**src/rtl/noxygen_flit_pkg.sv**
```systemverilog
// Shared flit definitions for the NoC injector: type codes, head-field offsets, FSM states.
package noxygen_flit_pkg;

    localparam logic [1:0] FLIT_HEAD = 2'b01;
    localparam logic [1:0] FLIT_BODY = 2'b10;
    localparam logic [1:0] FLIT_TAIL = 2'b11;

    typedef enum logic {
        StIdle,
        StPayload
    } state_e;

    // Head layout, MSB first: {type, dest, src, zeros}
    function automatic int head_dest_lsb(int data_width, int type_width, int dest_width);
        return data_width - type_width - dest_width;
    endfunction

    function automatic int head_src_lsb(int data_width, int type_width, int dest_width);
        return data_width - type_width - 2 * dest_width;
    endfunction

endpackage

```
**src/rtl/packet_injector_if.sv**
```systemverilog
// Handshake bundle between packet_injector, its message/payload source and the router input port.
interface packet_injector_if #(
    parameter int DEST_WIDTH    = 7,
    parameter int DATA_WIDTH    = 32,
    parameter int PAYLOAD_WIDTH = 30
);
    logic [DEST_WIDTH-1:0]    msg_dest;
    logic                     msg_valid;
    logic                     msg_ready;
    logic [PAYLOAD_WIDTH-1:0] payload_in;
    logic                     payload_valid;
    logic                     payload_ready;
    logic [DATA_WIDTH-1:0]    data_out;
    logic                     valid_out;
    logic                     ready_out;
    logic                     busy;

    modport master (
        input  msg_dest, msg_valid, payload_in, payload_valid, ready_out,
        output msg_ready, payload_ready, data_out, valid_out, busy
    );

    modport slave (
        output msg_dest, msg_valid, payload_in, payload_valid, ready_out,
        input  msg_ready, payload_ready, data_out, valid_out, busy
    );
endinterface

```
**src/rtl/flit_out_reg.sv**
```systemverilog
// Single-entry valid/ready output register; a new flit may load when empty or draining.
module flit_out_reg #(
    parameter int DATA_WIDTH = 32
) (
    input  logic                  clk,
    input  logic                  rst,
    input  logic                  i_load,
    input  logic [DATA_WIDTH-1:0] i_data,
    input  logic                  i_ready,
    output logic                  o_load_ok,
    output logic [DATA_WIDTH-1:0] o_data,
    output logic                  o_valid
);
    logic [DATA_WIDTH-1:0] r_data;
    logic                  r_valid;

    always_ff @(posedge clk) begin
        if (rst) begin
            r_data  <= '0;
            r_valid <= 1'b0;
        end else if (i_load) begin
            r_data  <= i_data;
            r_valid <= 1'b1;
        end else if (i_ready) begin
            r_valid <= 1'b0;
        end
    end

    assign o_load_ok = !r_valid || i_ready;
    assign o_data    = r_data;
    assign o_valid   = r_valid;
endmodule

```
**src/rtl/packet_injector.sv**
```systemverilog
// NoC TX stage: turns a destination plus payload words into head/body/tail flits for a router port.
// PACKET_INJECTOR_SEQNUM_EN adds an 8-bit packet sequence number in head bits [7:0].
module packet_injector
    import noxygen_flit_pkg::*;
#(
    parameter int  N             = 100,
    parameter int  INDEX         = 1,
    parameter int  DATA_WIDTH    = 32,
    parameter int  TYPE_WIDTH    = 2,
    parameter int  FlitPerPacket = 6,
    localparam int DEST_WIDTH    = $clog2(N),
    localparam int PAYLOAD_WIDTH = DATA_WIDTH - TYPE_WIDTH
) (
    input logic               clk,
    input logic               rst,
    packet_injector_if.master pif
);
    localparam int CNT_WIDTH = $clog2(FlitPerPacket);
    localparam int DEST_LSB  = head_dest_lsb(DATA_WIDTH, TYPE_WIDTH, DEST_WIDTH);
    localparam int SRC_LSB   = head_src_lsb(DATA_WIDTH, TYPE_WIDTH, DEST_WIDTH);

    state_e                 r_state;
    logic [CNT_WIDTH-1:0]   r_cnt;
`ifdef PACKET_INJECTOR_SEQNUM_EN
    logic [7:0]             r_seq;
`endif

    logic                   w_load_ok;
    logic                   w_load;
    logic                   w_msg_hs;
    logic                   w_pay_hs;
    logic                   w_is_tail;
    logic [TYPE_WIDTH-1:0]  w_type;
    logic [DATA_WIDTH-1:0]  w_head;
    logic [DATA_WIDTH-1:0]  w_flit;
    logic [DATA_WIDTH-1:0]  w_data_out;
    logic                   w_valid_out;

    always_comb begin
        w_msg_hs  = (r_state == StIdle) && pif.msg_valid && w_load_ok;
        w_pay_hs  = (r_state == StPayload) && pif.payload_valid && w_load_ok;
        // cnt counts payload words already loaded in this packet
        w_is_tail = int'(r_cnt) >= FlitPerPacket - 2;
        w_type    = w_is_tail ? TYPE_WIDTH'(FLIT_TAIL) : TYPE_WIDTH'(FLIT_BODY);

        w_head                                = '0;
        w_head[DATA_WIDTH-1 -: TYPE_WIDTH]    = TYPE_WIDTH'(FLIT_HEAD);
        w_head[DEST_LSB +: DEST_WIDTH]        = pif.msg_dest;
        w_head[SRC_LSB +: DEST_WIDTH]         = DEST_WIDTH'(INDEX);
`ifdef PACKET_INJECTOR_SEQNUM_EN
        w_head[7:0]                           = r_seq;
`endif

        w_load = w_msg_hs || w_pay_hs;
        w_flit = w_msg_hs ? w_head : {w_type, pif.payload_in};
    end

    always_ff @(posedge clk) begin
        if (rst) begin
            r_state <= StIdle;
            r_cnt   <= '0;
`ifdef PACKET_INJECTOR_SEQNUM_EN
            r_seq   <= '0;
`endif
        end else begin
            case (r_state)
                StIdle: begin
                    if (w_msg_hs) begin
                        r_state <= StPayload;
                        r_cnt   <= '0;
                    end
                end
                StPayload: begin
                    if (w_pay_hs) begin
                        r_cnt <= r_cnt + CNT_WIDTH'(1);
                        if (w_is_tail) begin
                            r_state <= StIdle;
`ifdef PACKET_INJECTOR_SEQNUM_EN
                            r_seq   <= r_seq + 8'd1;
`endif
                        end
                    end
                end
                default: r_state <= StIdle;
            endcase
        end
    end

    flit_out_reg #(
        .DATA_WIDTH(DATA_WIDTH)
    ) u_out_reg (
        .clk      (clk),
        .rst      (rst),
        .i_load   (w_load),
        .i_data   (w_flit),
        .i_ready  (pif.ready_out),
        .o_load_ok(w_load_ok),
        .o_data   (w_data_out),
        .o_valid  (w_valid_out)
    );

    assign pif.msg_ready     = (r_state == StIdle) && w_load_ok;
    assign pif.payload_ready = (r_state == StPayload) && w_load_ok;
    assign pif.busy          = (r_state == StPayload);
    assign pif.data_out      = w_data_out;
    assign pif.valid_out     = w_valid_out;
endmodule

```
**src/flat_wrapper.sv**
```systemverilog
// flat-port wrapper written by rule: the top's interface ports become plain ports
module packet_injector_flat import noxygen_flit_pkg::*;
#(
    parameter int  N             = 100,
    parameter int  INDEX         = 1,
    parameter int  DATA_WIDTH    = 32,
    parameter int  TYPE_WIDTH    = 2,
    parameter int  FlitPerPacket = 6,
    localparam int DEST_WIDTH    = $clog2(N),
    localparam int PAYLOAD_WIDTH = DATA_WIDTH - TYPE_WIDTH
)
  (clk, rst, pif_msg_dest, pif_msg_valid, pif_payload_in, pif_payload_valid, pif_ready_out, pif_msg_ready, pif_payload_ready, pif_data_out, pif_valid_out, pif_busy);
  packet_injector_if #(.DEST_WIDTH((7)), .DATA_WIDTH(DATA_WIDTH), .PAYLOAD_WIDTH((30))) pif_i ();
  input logic clk;
  input logic rst;
  input wire logic [$bits(pif_i.msg_dest)-1:0] pif_msg_dest;
  input wire logic [$bits(pif_i.msg_valid)-1:0] pif_msg_valid;
  input wire logic [$bits(pif_i.payload_in)-1:0] pif_payload_in;
  input wire logic [$bits(pif_i.payload_valid)-1:0] pif_payload_valid;
  input wire logic [$bits(pif_i.ready_out)-1:0] pif_ready_out;
  output wire logic [$bits(pif_i.msg_ready)-1:0] pif_msg_ready;
  output wire logic [$bits(pif_i.payload_ready)-1:0] pif_payload_ready;
  output wire logic [$bits(pif_i.data_out)-1:0] pif_data_out;
  output wire logic [$bits(pif_i.valid_out)-1:0] pif_valid_out;
  output wire logic [$bits(pif_i.busy)-1:0] pif_busy;
  assign pif_i.msg_dest = pif_msg_dest;
  assign pif_i.msg_valid = pif_msg_valid;
  assign pif_i.payload_in = pif_payload_in;
  assign pif_i.payload_valid = pif_payload_valid;
  assign pif_i.ready_out = pif_ready_out;
  assign pif_msg_ready = pif_i.msg_ready;
  assign pif_payload_ready = pif_i.payload_ready;
  assign pif_data_out = pif_i.data_out;
  assign pif_valid_out = pif_i.valid_out;
  assign pif_busy = pif_i.busy;
  packet_injector #(.N(N), .INDEX(INDEX), .DATA_WIDTH(DATA_WIDTH), .TYPE_WIDTH(TYPE_WIDTH), .FlitPerPacket(FlitPerPacket)) u_core (.clk(clk), .rst(rst), .pif(pif_i));
endmodule
```
**config.mk**
```make
export PLATFORM = sky130hd
export DESIGN_NAME = packet_injector_flat
export DESIGN_NICKNAME = d
export VERILOG_FILES = /design/src/rtl/noxygen_flit_pkg.sv /design/src/rtl/packet_injector_if.sv /design/src/rtl/flit_out_reg.sv /design/src/rtl/packet_injector.sv /design/src/flat_wrapper.sv
export SDC_FILE = /design/constraint.sdc
export NUM_CORES = 1
export LEC_CHECK = 0
export CAP_MARGIN = 0
export CORE_ASPECT_RATIO = 1.75
export CORE_MARGIN = 5
export CORE_UTILIZATION = 40
export CTS_BUF_LIST = sky130_fd_sc_hd__clkbuf_4
export DETAILED_ROUTE_END_ITERATION = 12
export HOLD_SLACK_MARGIN = 0.02
export PLACE_DENSITY = 0.91
export SLEW_MARGIN = 20
export SYNTH_ARGS = -nofsm -noshare
export SYNTH_HDL_FRONTEND = slang
export SYNTH_SLANG_ARGS = --single-unit
```
**constraint.sdc**
```tcl
create_clock -name clk -period 2 [get_ports clk]
set_clock_uncertainty 0.2 [all_clocks]
set_input_delay 0.3 -clock clk [delete_from_list [all_inputs] [get_ports clk]]
set_output_delay 0.3 -clock clk [all_outputs]
set_load 0.03 [all_outputs]
```
==> reports/results.env, run 1 <==
UNREPAIRED_SETUP_ENDPOINTS_AFTER_GLOBAL_ROUTING='no'
SYNTH-SEQ-CELLS=37
NUM_ROWS=29
CRITICAL_PATH_CLASS='flip-flop to output pin'
CTS.CLK_SLEW.WORST_PATHS_NS=0.09
VIAS_PER_CELL=5.14
CLOCKBUFFERDEPTH=2
HPWL_UM=3050
LARGEST_AREA_CONTRIBUTOR_IN_THE_SYNTHESIZED_NETLIST='dfxtp_1'
GRT_FIRST_PASS_WIRELENGTH_UM=6300
ROUTEDWLPERCELL_UM=14.4
SYNTH_AREA_UM2=1490
CTS_SETUP_BUFFERS=0
IO_PINS=78
DESIGN.FINAL.NETS=270
INITIAL_STANDARD_CELL_UTILIZATION_OF_THE_CORE_PCT=40.9
DIE_AREA_UM2=5080
MAX_CLOCK_FREQ_GHz=0.533
TIMING.CRITICAL_PATH.TO_TYPE='output pin'
GRT_START_MAX_NET_PINS=23
NUMBER_OF_PORT_BUFFERS=77
SYNTH-ASYNC-RESET-RATIO_PCT=0
CELLINTERNALPOWER_mW=1.13
HTREE_DEPTH=2
POWER.SHARE.COMBINATIONAL_PCT=26.3
POWER.SWITCHING_mW=0.438
SYNTH.YOSYS.WARNINGS=0
WORST_PATH_LARGEST_CELL_DELAY_NS=0.68
WORST_EP_ARRIVAL_TIME_NS=1.38
CTS.SINKS=37
WORST_IR_DROP_VDD_uV=499
CRIT_PATH_CELL_TRACE='clkdlybuf4s50_1'
MAX-CAP-VIOLATIONS=0
AREA_GROWTH_SYN_TO_LAYOUT_PCT=60.5
HEADROOM_TO_THE_MAX_SLEW_LIMIT_PCT=77.0
DRC_ERRORS=0
DIE_H_UM=90.6
PERIOD_MINUS_SLACK_NS=1.88
SYNTHESIS.INSTANCES=143
CELLLEAKAGEPOWER_nW=0.915
FIN_CELLS=272
DRV_SLEW=0
CTS-BUFFERS-INSERTED=5
CRIT_FANOUT=2
SYNTH_AREA_PER_CELL_UM2=10.4
CLOCK_LATENCY_NS=0.33
SYNTH-SEQ-AREA-SHARE_PCT=49.9
CRITPATHBUFINV=1
POWER.SEQUENTIAL.FRACTION_PCT=51.1
FINAL.PERIOD_UTILIZATION_PCT=93.8
CRITPATHTOPFAMILY='buffers and inverters'
ENDPOINTS_FAILING_HOLD=0
DRT_PASS1_ITERATIONS=4
STARTING_DRT_DRC_COUNT=30
GLOBALROUTE.TOTALOVERFLOW=0
ANT_NETS=0
TRITONCTS='done'
GPL.FINAL_WEIGHTED_CONGESTION=0.807
RUN_STATUS='finished clean'
CRITICAL-PATH-SLOWEST-CELL='clkdlybuf4s50_1'
SYNTH.MOST_COMMON_CELL='dfxtp_1'
DRT_WL_TOTAL_UM=3910
ANTENNADIODECOUNT=0
WORST_EP_REQUIRED_TIME_NS=1.50
POST-SYNTH-TOP-AREA-FRACTION_PCT=49.9
POWER.SWITCHING_FRACTION_PCT=27.9
ANTENNA_FOUND_INITIAL=0
VIA_COUNT=1399
NUMBER_OF_ENABLE_FLIP_FLOP_CELLS_AFTER_SYNTHESIS=0
WORST_PIN_SLEW_NS=0.344
TIMING.FINAL.SETUP_VIOLATIONS=0
GR-USAGE-ALL-LAYERS_PCT=15.2
FLOORPLAN.CORE_AREA_UM2=3630
DPL.CELL_COUNT=265
POWER_FRAC_CLOCK_PCT=22.6
POSTSYNTHNETCOUNT=187
SYNTH_AREA_LEADERS='dfxtp_1 50%, a22o_1 13%, a21oi_1 6.1%'
TIMING.CRITICAL_PATH.FROM_TYPE='flip-flop'
LAYOUT-DRIVE-GT1-SHARE_PCT=12.8
TIMING.SETUP.TNS_NS=0
HOLD_PATH_CLASS='flip-flop to flip-flop'
POST_SYNTH_NUM_CELL_TYPES=31
CLOCK_TREE.ROOT_CELL='clkbuf_4'
SYNTH_TOP_CELLS_BY_COUNT='37 x dfxtp_1, 22 x a22o_1, 18 x a21oi_1, 9 x nor3_1, 8 x nand3b_1'
PWR_DENSITY_CELL_nW_PER_UM2=658
CHIPWIDTH_UM=56.1
YS.FLOP_TYPE='dfxtp_1'
FIRST_GLOBAL_VIAS=1379
## per-layer routing
layer | global-route usage, % | part of all wire [%] | vias up | wire length (µm)
li1 | - | - | 694 | -
met4 | 5.54 | 2.0 | 0 | 78
met1 | 18.2 | 42 | 628 | 1660
met5 | 0 | 0 | - | 0
met2 | 25.6 | 48 | 70 | 1860
met3 | 4.29 | 7.9 | 7 | 309
## timing repair
action / in CTS / in global routing
hold endpoints to repair: 0 / 0
gates resized for setup: 0 / 1
endpoints found under the setup margin: 0 / 1
hold buffers: 0 / 0
## area by class of cell
class	instances	area [µm²]
fillers	304	1240
repair buffers	88	871
flip-flops and latches	37	742
multi-input cells	90	649
well taps	46	57.6
clock buffers	6	45.0
inverters	4	15.0
clock inverters	1	3.75
## cell families (layout without fill, tap and decap cells)
group	count (synthesis)	after routing	share of synthesized area, %
AO/OA/AOI/OAI	49	49	24.1
adder cells (fa/ha/maj)	2	2	1.68
buffers and inverters	16	99	6.40
flip-flops	37	37	49.9
multiplexers	2	2	1.68
AND/OR/NAND/NOR	37	37	16.3
## registers in the layout, indices dropped and copies added, names as in the netlist
register and count:
u_core.pif.busy 1, u_core.u_out_reg.o_valid 1, u_core.r_cnt 3, u_core.u_out_reg.o_data 32
## stage by stage
| stage | hold slack [ns] | total power, mW | setup slack, ns | util [%] | area, µm² |
|---|---|---|---|---|---|
| 6_report | 0.280 | 1.57 | 0.125 | 65.7 | 2380 |
| 5_1_grt | 0.295 | 1.65 | 0.0587 | 65.7 | 2380 |
| 3_5_place_dp | 0.254 | 1.23 | 0.000716 | 64.3 | 2330 |
| 2_1_floorplan | 0.179 | 1.03 | 0.184 | - | 1490 |
| 4_1_cts | 0.283 | 1.59 | 0.0823 | 65.7 | 2380 |
| 3_3_place_gp | 0.254 | 1.22 | 0.0754 | 64.3 | 2330 |
## layout by cell type (no fill, tap or decap), types with 2 or more instances in the layout
cell / synthesis / final
clkdlybuf4s50_1: 0 / 74
dfxtp_1: 37 / 36
a22o_1: 22 / 22
a21oi_1: 18 / 18
buf_4: 1 / 12
nor3_1: 9 / 9
nand3b_1: 8 / 8
clkbuf_4: 0 / 6
inv_1: 4 / 4
or3b_2: 4 / 4
nor2b_1: 3 / 3
or3b_1: 3 / 3
nor2_1: 2 / 2
nand2_1: 2 / 2
nand4_1: 2 / 2
o21ai_0: 2 / 2
ha_1: 2 / 2
buf_12: 0 / 2
## worst paths after layout
check                                                   end  slack [ns]  cells after the start                         from
worst max register to register  u_core.u_out_reg.o_data[23]        0.43                      4              u_core.pif.busy
worst min register to register              u_core.r_cnt[2]        0.28                      2              u_core.r_cnt[2]
worst max-delay path                       pif_data_out[28]        0.12                      1  u_core.u_out_reg.o_data[28]
worst min-delay path                        u_core.r_cnt[2]        0.28                      2              u_core.r_cnt[2]
## power groups by stage
stage | sequential (mW) | combinational [mW] | clock [mW]
3_3_place_gp | 0.817 | 0.408 | 0
2_1_floorplan | 0.889 | 0.140 | 0
6_report | 0.802 | 0.412 | 0.355
5_1_grt | 0.807 | 0.438 | 0.402
3_5_place_dp | 0.818 | 0.413 | 0
4_1_cts | 0.801 | 0.415 | 0.372
(Power assumes the default switching activity.)
==> run 2, diff against run 1 <==
- CTS_CLUSTER_SIZE: unset -> 10
- MAX_ROUTING_LAYER: unset -> met4
==> run 2 against run 1 <==
Against the previous run:
- sequential cell count unchanged
- sequential share of layout area unchanged
- largest cell class unchanged
- non-clock buffer count unchanged
- design area unchanged
- critical endpoint unchanged
==> reports/results.env, run 2 (same netlist as run 1, synthesis figures left out) <==
RUN_STATUS='finished clean'
FLOORPLAN.CORE_AREA_UM2=3630
LAYOUT.CELLS.MOST_COMMON_LIST='74 x clkdlybuf4s50_1, 36 x dfxtp_1, 22 x a22o_1, 18 x a21oi_1, 12 x buf_4'
CTS-BUFFERS-INSERTED=5
DRV_SLEW=0
CLOCK_TREE.ROOT_CELL='clkbuf_4'
DIE_H_UM=90.6
LAYOUT_COMMONEST_CELL='clkdlybuf4s50_1'
LAYOUT-DRIVE-GT1-SHARE_PCT=12.8
CRITICAL_PATH_CLASS='flip-flop to output pin'
DRT_PASS1_ITERATIONS=4
ANT_NETS=0
CRIT_PATH_CELL_TRACE='clkdlybuf4s50_1'
CRIT_FANOUT=2
CLOCKBUFFERDEPTH=2
FINAL.PERIOD_UTILIZATION_PCT=93.7
POWER.SWITCHING_FRACTION_PCT=27.9
POWER_FRAC_CLOCK_PCT=22.6
GLOBALROUTE.TOTALOVERFLOW=0
HPWL_UM=3050
CRITPATHBUFINV=1
WORST_EP_REQUIRED_TIME_NS=1.50
PERIOD_MINUS_SLACK_NS=1.87
WORST_EP_ARRIVAL_TIME_NS=1.37
PWR_DENSITY_CELL_nW_PER_UM2=658
UNREPAIRED_SETUP_ENDPOINTS_AFTER_GLOBAL_ROUTING='no'
LARGEST_REGISTER_FFS=32
NUM_ROWS=29
WORST_PATH_LARGEST_CELL_DELAY_NS=0.68
CELLLEAKAGEPOWER_nW=0.915
CTS.CLK_SLEW.WORST_PATHS_NS=0.09
IO_PINS=78
DESIGN.FINAL.NETS=270
MAX_CLOCK_FREQ_GHz=0.534
TRITONCTS='done'
POWER.SWITCHING_mW=0.438
TIMING.CRITICAL_PATH.TO_TYPE='output pin'
DIE_AREA_UM2=5080
CTS.SINKS=37
CLOCK_LATENCY_NS=0.32
CELLINTERNALPOWER_mW=1.13
POWER.SHARE.COMBINATIONAL_PCT=26.3
FIN_CELLS=272
WORST_IR_DROP_VDD_uV=499
ANTENNADIODECOUNT=0
MAX-CAP-VIOLATIONS=0
STARTING_DRT_DRC_COUNT=30
TIMING.CRITICAL_PATH.FROM_TYPE='flip-flop'
VIA_COUNT=1399
GPL.FINAL_WEIGHTED_CONGESTION=0.818
CRITPATHTOPFAMILY='buffers and inverters'
TIMING.SETUP.TNS_NS=0
WORST_PIN_SLEW_NS=0.344
CTS_SETUP_BUFFERS=0
NUMBER_OF_PORT_BUFFERS=77
ROUTEDWLPERCELL_UM=14.4
DPL.CELL_COUNT=265
AREA_GROWTH_SYN_TO_LAYOUT_PCT=60.5
ANTENNA_FOUND_INITIAL=0
HOLD_PATH_CLASS='flip-flop to flip-flop'
GRT_START_MAX_NET_PINS=23
ENDPOINTS_FAILING_HOLD=0
GR-USAGE-ALL-LAYERS_PCT=15.7
FIRST_GLOBAL_VIAS=1379
HEADROOM_TO_THE_MAX_SLEW_LIMIT_PCT=77.0
INITIAL_STANDARD_CELL_UTILIZATION_OF_THE_CORE_PCT=40.9
HTREE_DEPTH=2
CRITICAL-PATH-SLOWEST-CELL='clkdlybuf4s50_1'
DRT_WL_TOTAL_UM=3910
GRT_FIRST_PASS_WIRELENGTH_UM=6300
CHIPWIDTH_UM=56.1
TIMING.FINAL.SETUP_VIOLATIONS=0
POWER.SEQUENTIAL.FRACTION_PCT=51.1
DRC_ERRORS=0
VIAS_PER_CELL=5.14
[run 2: final timing paths]
kind         cells past startpoint                   startpoint                          end  slack, ns
max                              1  u_core.u_out_reg.o_data[28]             pif_data_out[28]       0.13
min                              2              u_core.r_cnt[2]              u_core.r_cnt[2]       0.28
max reg2reg                      4              u_core.pif.busy  u_core.u_out_reg.o_data[23]       0.43
min reg2reg                      2              u_core.r_cnt[2]              u_core.r_cnt[2]       0.28
[run 2: worst register-to-register path: stages, from the launching register on]
cell and delay [ns]:
dfxtp_2 0.38, buf_4 0.20, or3b_2 0.47, a21oi_1 0.17
nor3_1 0.06
[run 2: power by group through the flow]
stage | registers [mW] | clock network [mW] | logic [mW]
floorplan | 0.889 | 0 | 0.140
global placement | 0.817 | 0 | 0.408
detailed placement | 0.818 | 0 | 0.413
CTS | 0.801 | 0.372 | 0.415
global route | 0.807 | 0.402 | 0.438
finish | 0.802 | 0.355 | 0.412
[run 2: metal layers]
layer / up-vias / GRT usage (%) / wire (µm)
met5: - / - / 0
met4: 0 / 5.54 / 78
met3: 7 / 4.01 / 292
met2: 70 / 25.6 / 1860
met1: 628 / 18.4 / 1670
li1: 694 / - / -
[run 2: metrics by stage]
stage	instance area (µm²)	setup slack [ns]	hold slack, ns	util (%)	total power [mW]
floorplan	1490	0.184	0.179	-	1.03
global placement	2330	0.0754	0.254	64.3	1.22
detailed placement	2330	0.000716	0.254	64.3	1.23
CTS	2380	0.0823	0.283	65.7	1.59
global route	2380	0.0587	0.295	65.7	1.65
finish	2380	0.126	0.280	65.7	1.57
[run 2: area by class of cell]
cell class	count	area [µm²]
Fill cell	304	1240
Sequential cell	37	742
Multi-Input combinational cell	90	649
Clock inverter	1	3.75
Tap cell	46	57.6
Timing Repair Buffer	88	871
Inverter	4	15.0
Clock buffer	6	45.0
[run 2: repair_timing]
item | 4_1_cts | 5_1_grt
hold buffers | 0 | 0
hold endpoints to repair | 0 | 0
gates resized for setup | 0 | 1
endpoints found under the setup margin | 0 | 1
==> run 3, diff against run 2 <==
- PLACE_DENSITY: 0.91 -> unset
- PLACE_DENSITY_LB_ADDON: unset -> 0.05
==> run 3 against run 2 <==
Against the previous run:
- die area is the same
- via count grew 2.4%
- count of clock-buffer cells in the layout fell by 1
- total power rose by 18%
- critical path type is now primary input to output pin
==> reports/results.env, run 3 (same netlist as run 1, synthesis figures left out) <==
NUMBER_OF_PORT_BUFFERS=77
GPL.FINAL_WEIGHTED_CONGESTION=0.805
UNREPAIRED_SETUP_ENDPOINTS_AFTER_GLOBAL_ROUTING='no'
CELLINTERNALPOWER_mW=1.38
WORST_EP_REQUIRED_TIME_NS=1.50
VIA_COUNT=1432
TIMING.SETUP.TNS_NS=0
TRITONCTS='done'
ANTENNADIODECOUNT=0
GRT_FIRST_PASS_WIRELENGTH_UM=7040
POWER.SEQUENTIAL.FRACTION_PCT=43.0
PWR_DENSITY_CELL_nW_PER_UM2=761
DESIGN.FINAL.NETS=268
POWER.SHARE.COMBINATIONAL_PCT=22.9
HPWL_UM=3300
ANTENNA_FOUND_INITIAL=0
CRIT_FANOUT=3
HOLD_PATH_CLASS='flip-flop to flip-flop'
AREA_GROWTH_SYN_TO_LAYOUT_PCT=63.9
POSTLAYOUTCOREUTIL_PCT=67.1
GR-USAGE-ALL-LAYERS_PCT=17.8
CTS.CLK_SLEW.WORST_PATHS_NS=0.11
LAYOUT.CELLS.MOST_COMMON_LIST='74 x clkdlybuf4s50_1, 37 x dfxtp_1, 22 x a22o_1, 18 x a21oi_1'
STARTPOINT='pif_ready_out'
LAYOUT_COMMONEST_CELL='clkdlybuf4s50_1'
DRT_WL_TOTAL_UM=4350
ANT_NETS=0
FINALINSTANCEAREA_UM2=2430
FIRST_GLOBAL_VIAS=1470
CLOCK_LATENCY_NS=0.33
DRT_PASS1_ITERATIONS=4
WORST_EP_ARRIVAL_TIME_NS=1.40
DPL.CELL_COUNT=263
RR_ENDPOINT='u_core.u_out_reg.o_data[4]'
POWER.SWITCHING_FRACTION_PCT=25.6
ROUTEDWLPERCELL_UM=16.0
CLOCK_TREE.ROOT_CELL='clkbuf_4'
RUN_STATUS='finished clean'
CTS-BUFFERS-INSERTED=5
DRV_SLEW=0
HEADROOM_TO_THE_MAX_SLEW_LIMIT_PCT=45.6
GR-USAGE-MET1_PCT=18.1
ENDPOINTS_FAILING_HOLD=0
GLOBALROUTE.TOTALOVERFLOW=0
MAX_CLOCK_FREQ_GHz=0.527
CELLLEAKAGEPOWER_nW=0.933
MET3_TRACK_DEMAND_OVER_RESOURCE_IN_GLOBAL_ROUTING_PCT=4.01
CELL_AREA_AFTER_PLACEMENT_UM2=2320
R2R_SETUP_SLK_NS=0.29
CHIPWIDTH_UM=56.1
TIMING.CRITICAL_PATH.FROM_TYPE='primary input'
VIAS_PER_CELL=5.28
POWER_FRAC_CLOCK_PCT=34.1
LARGEST_REGISTER_FFS=32
LAYOUT-DRIVE-GT1-SHARE_PCT=12.9
CTS.SINKS=37
CRITICAL_PATH_CLASS='primary input to output pin'
MAX-CAP-VIOLATIONS=0
PERIOD_MINUS_SLACK_NS=1.90
DRC_ERRORS=0
DIE_H_UM=90.6
GRT_UTIL_MET2_PCT=32.4
LAYOUT.FILLER_CELLS=313
TIMING.FINAL.SETUP_VIOLATIONS=0
DIE_AREA_UM2=5080
CLOCKBUFFERDEPTH=2
GRT_START_MAX_NET_PINS=26
FLOORPLAN.CORE_AREA_UM2=3630
TIMING.CRITICAL_PATH.TO_TYPE='output pin'
BUSIEST_LAYER='met2'
POWER.SWITCHING_mW=0.475
R2R-START='u_core.u_out_reg.o_valid'
WORST_IR_DROP_VDD_uV=518
NUM_ROWS=29
SETUP.WORST_PATH.END='pif_payload_ready'
FINAL.PERIOD_UTILIZATION_PCT=94.9
HTREE_DEPTH=2
INITIAL_STANDARD_CELL_UTILIZATION_OF_THE_CORE_PCT=40.9
IO_PINS=78
WORST_PIN_SLEW_NS=0.813
FIN_CELLS=271
STARTING_DRT_DRC_COUNT=12
LENGTH_IN_CELLS_OF_THE_WORST_REG_TO_REG_PATH=3
-- run 3: through the flow --
step | setup slack, ns | power (mW) | hold slack, ns
after floorplan | 0.184 | 1.03 | 0.179
after global placement | -0.315 | 1.23 | 0.252
after global routing | 0.0257 | 1.94 | 0.300
after CTS | 0.0746 | 1.87 | 0.285
after detailed placement | -0.405 | 1.23 | 0.257
final | 0.102 | 1.85 | 0.283
-- run 3: worst min-delay path by stage --
stage	from	endpoint	slack, ns	cells past startpoint
global placement	u_core.r_cnt[2]	u_core.r_cnt[2]	0.25	2
floorplan	rst	u_core.u_out_reg.o_data[23]	0.18	1
CTS	u_core.r_cnt[2]	u_core.r_cnt[2]	0.29	2
global route	u_core.u_out_reg.o_data[19]	u_core.u_out_reg.o_data[19]	0.30	1
finish	u_core.r_cnt[2]	u_core.r_cnt[2]	0.28	2
detailed placement	u_core.u_out_reg.o_data[21]	u_core.u_out_reg.o_data[21]	0.26	1
-- run 3: per-layer routing --
metal / share of wire [%] / routed length [µm] / up-vias
li1: - / - / 690
met2: 55 / 2370 / 57
met5: 0 / 0 / -
met4: 2.2 / 97 / 0
met3: 4.6 / 199 / 7
met1: 39 / 1680 / 678
-- run 3: final cells by class --
class / count / area [µm²] / area share (%)
clock buffers: 5 / 37.5 / 1.54
clock inverters: 3 / 65.1 / 2.67
inverters: 4 / 15.0 / 0.617
multi-input cells: 90 / 658 / 27.0
flip-flops and latches: 37 / 741 / 30.4
well taps: 46 / 57.6 / 2.37
repair buffers: 86 / 860 / 35.3
-- run 3: repair_timing --
item / in CTS / in global routing
hold buffers: 0 / 0
setup endpoints to repair: 22 / 1
buffers inserted: 0 / 0
resized for setup: 2 / 1
-- run 3: power by group through the flow --
stage,combinational [mW],sequential (mW),clock [mW]
4_1_cts,0.426,0.797,0.648
2_1_floorplan,0.140,0.889,0
6_report,0.424,0.796,0.631
3_5_place_dp,0.421,0.813,0
3_3_place_gp,0.415,0.813,0
5_1_grt,0.450,0.802,0.690
-- run 3: worst max-delay path, cell delays in order --
cell and delay, ns:
clkdlybuf4s50_1 0.49, nand2b_1 0.25, and2_1 0.20, buf_4 0.17
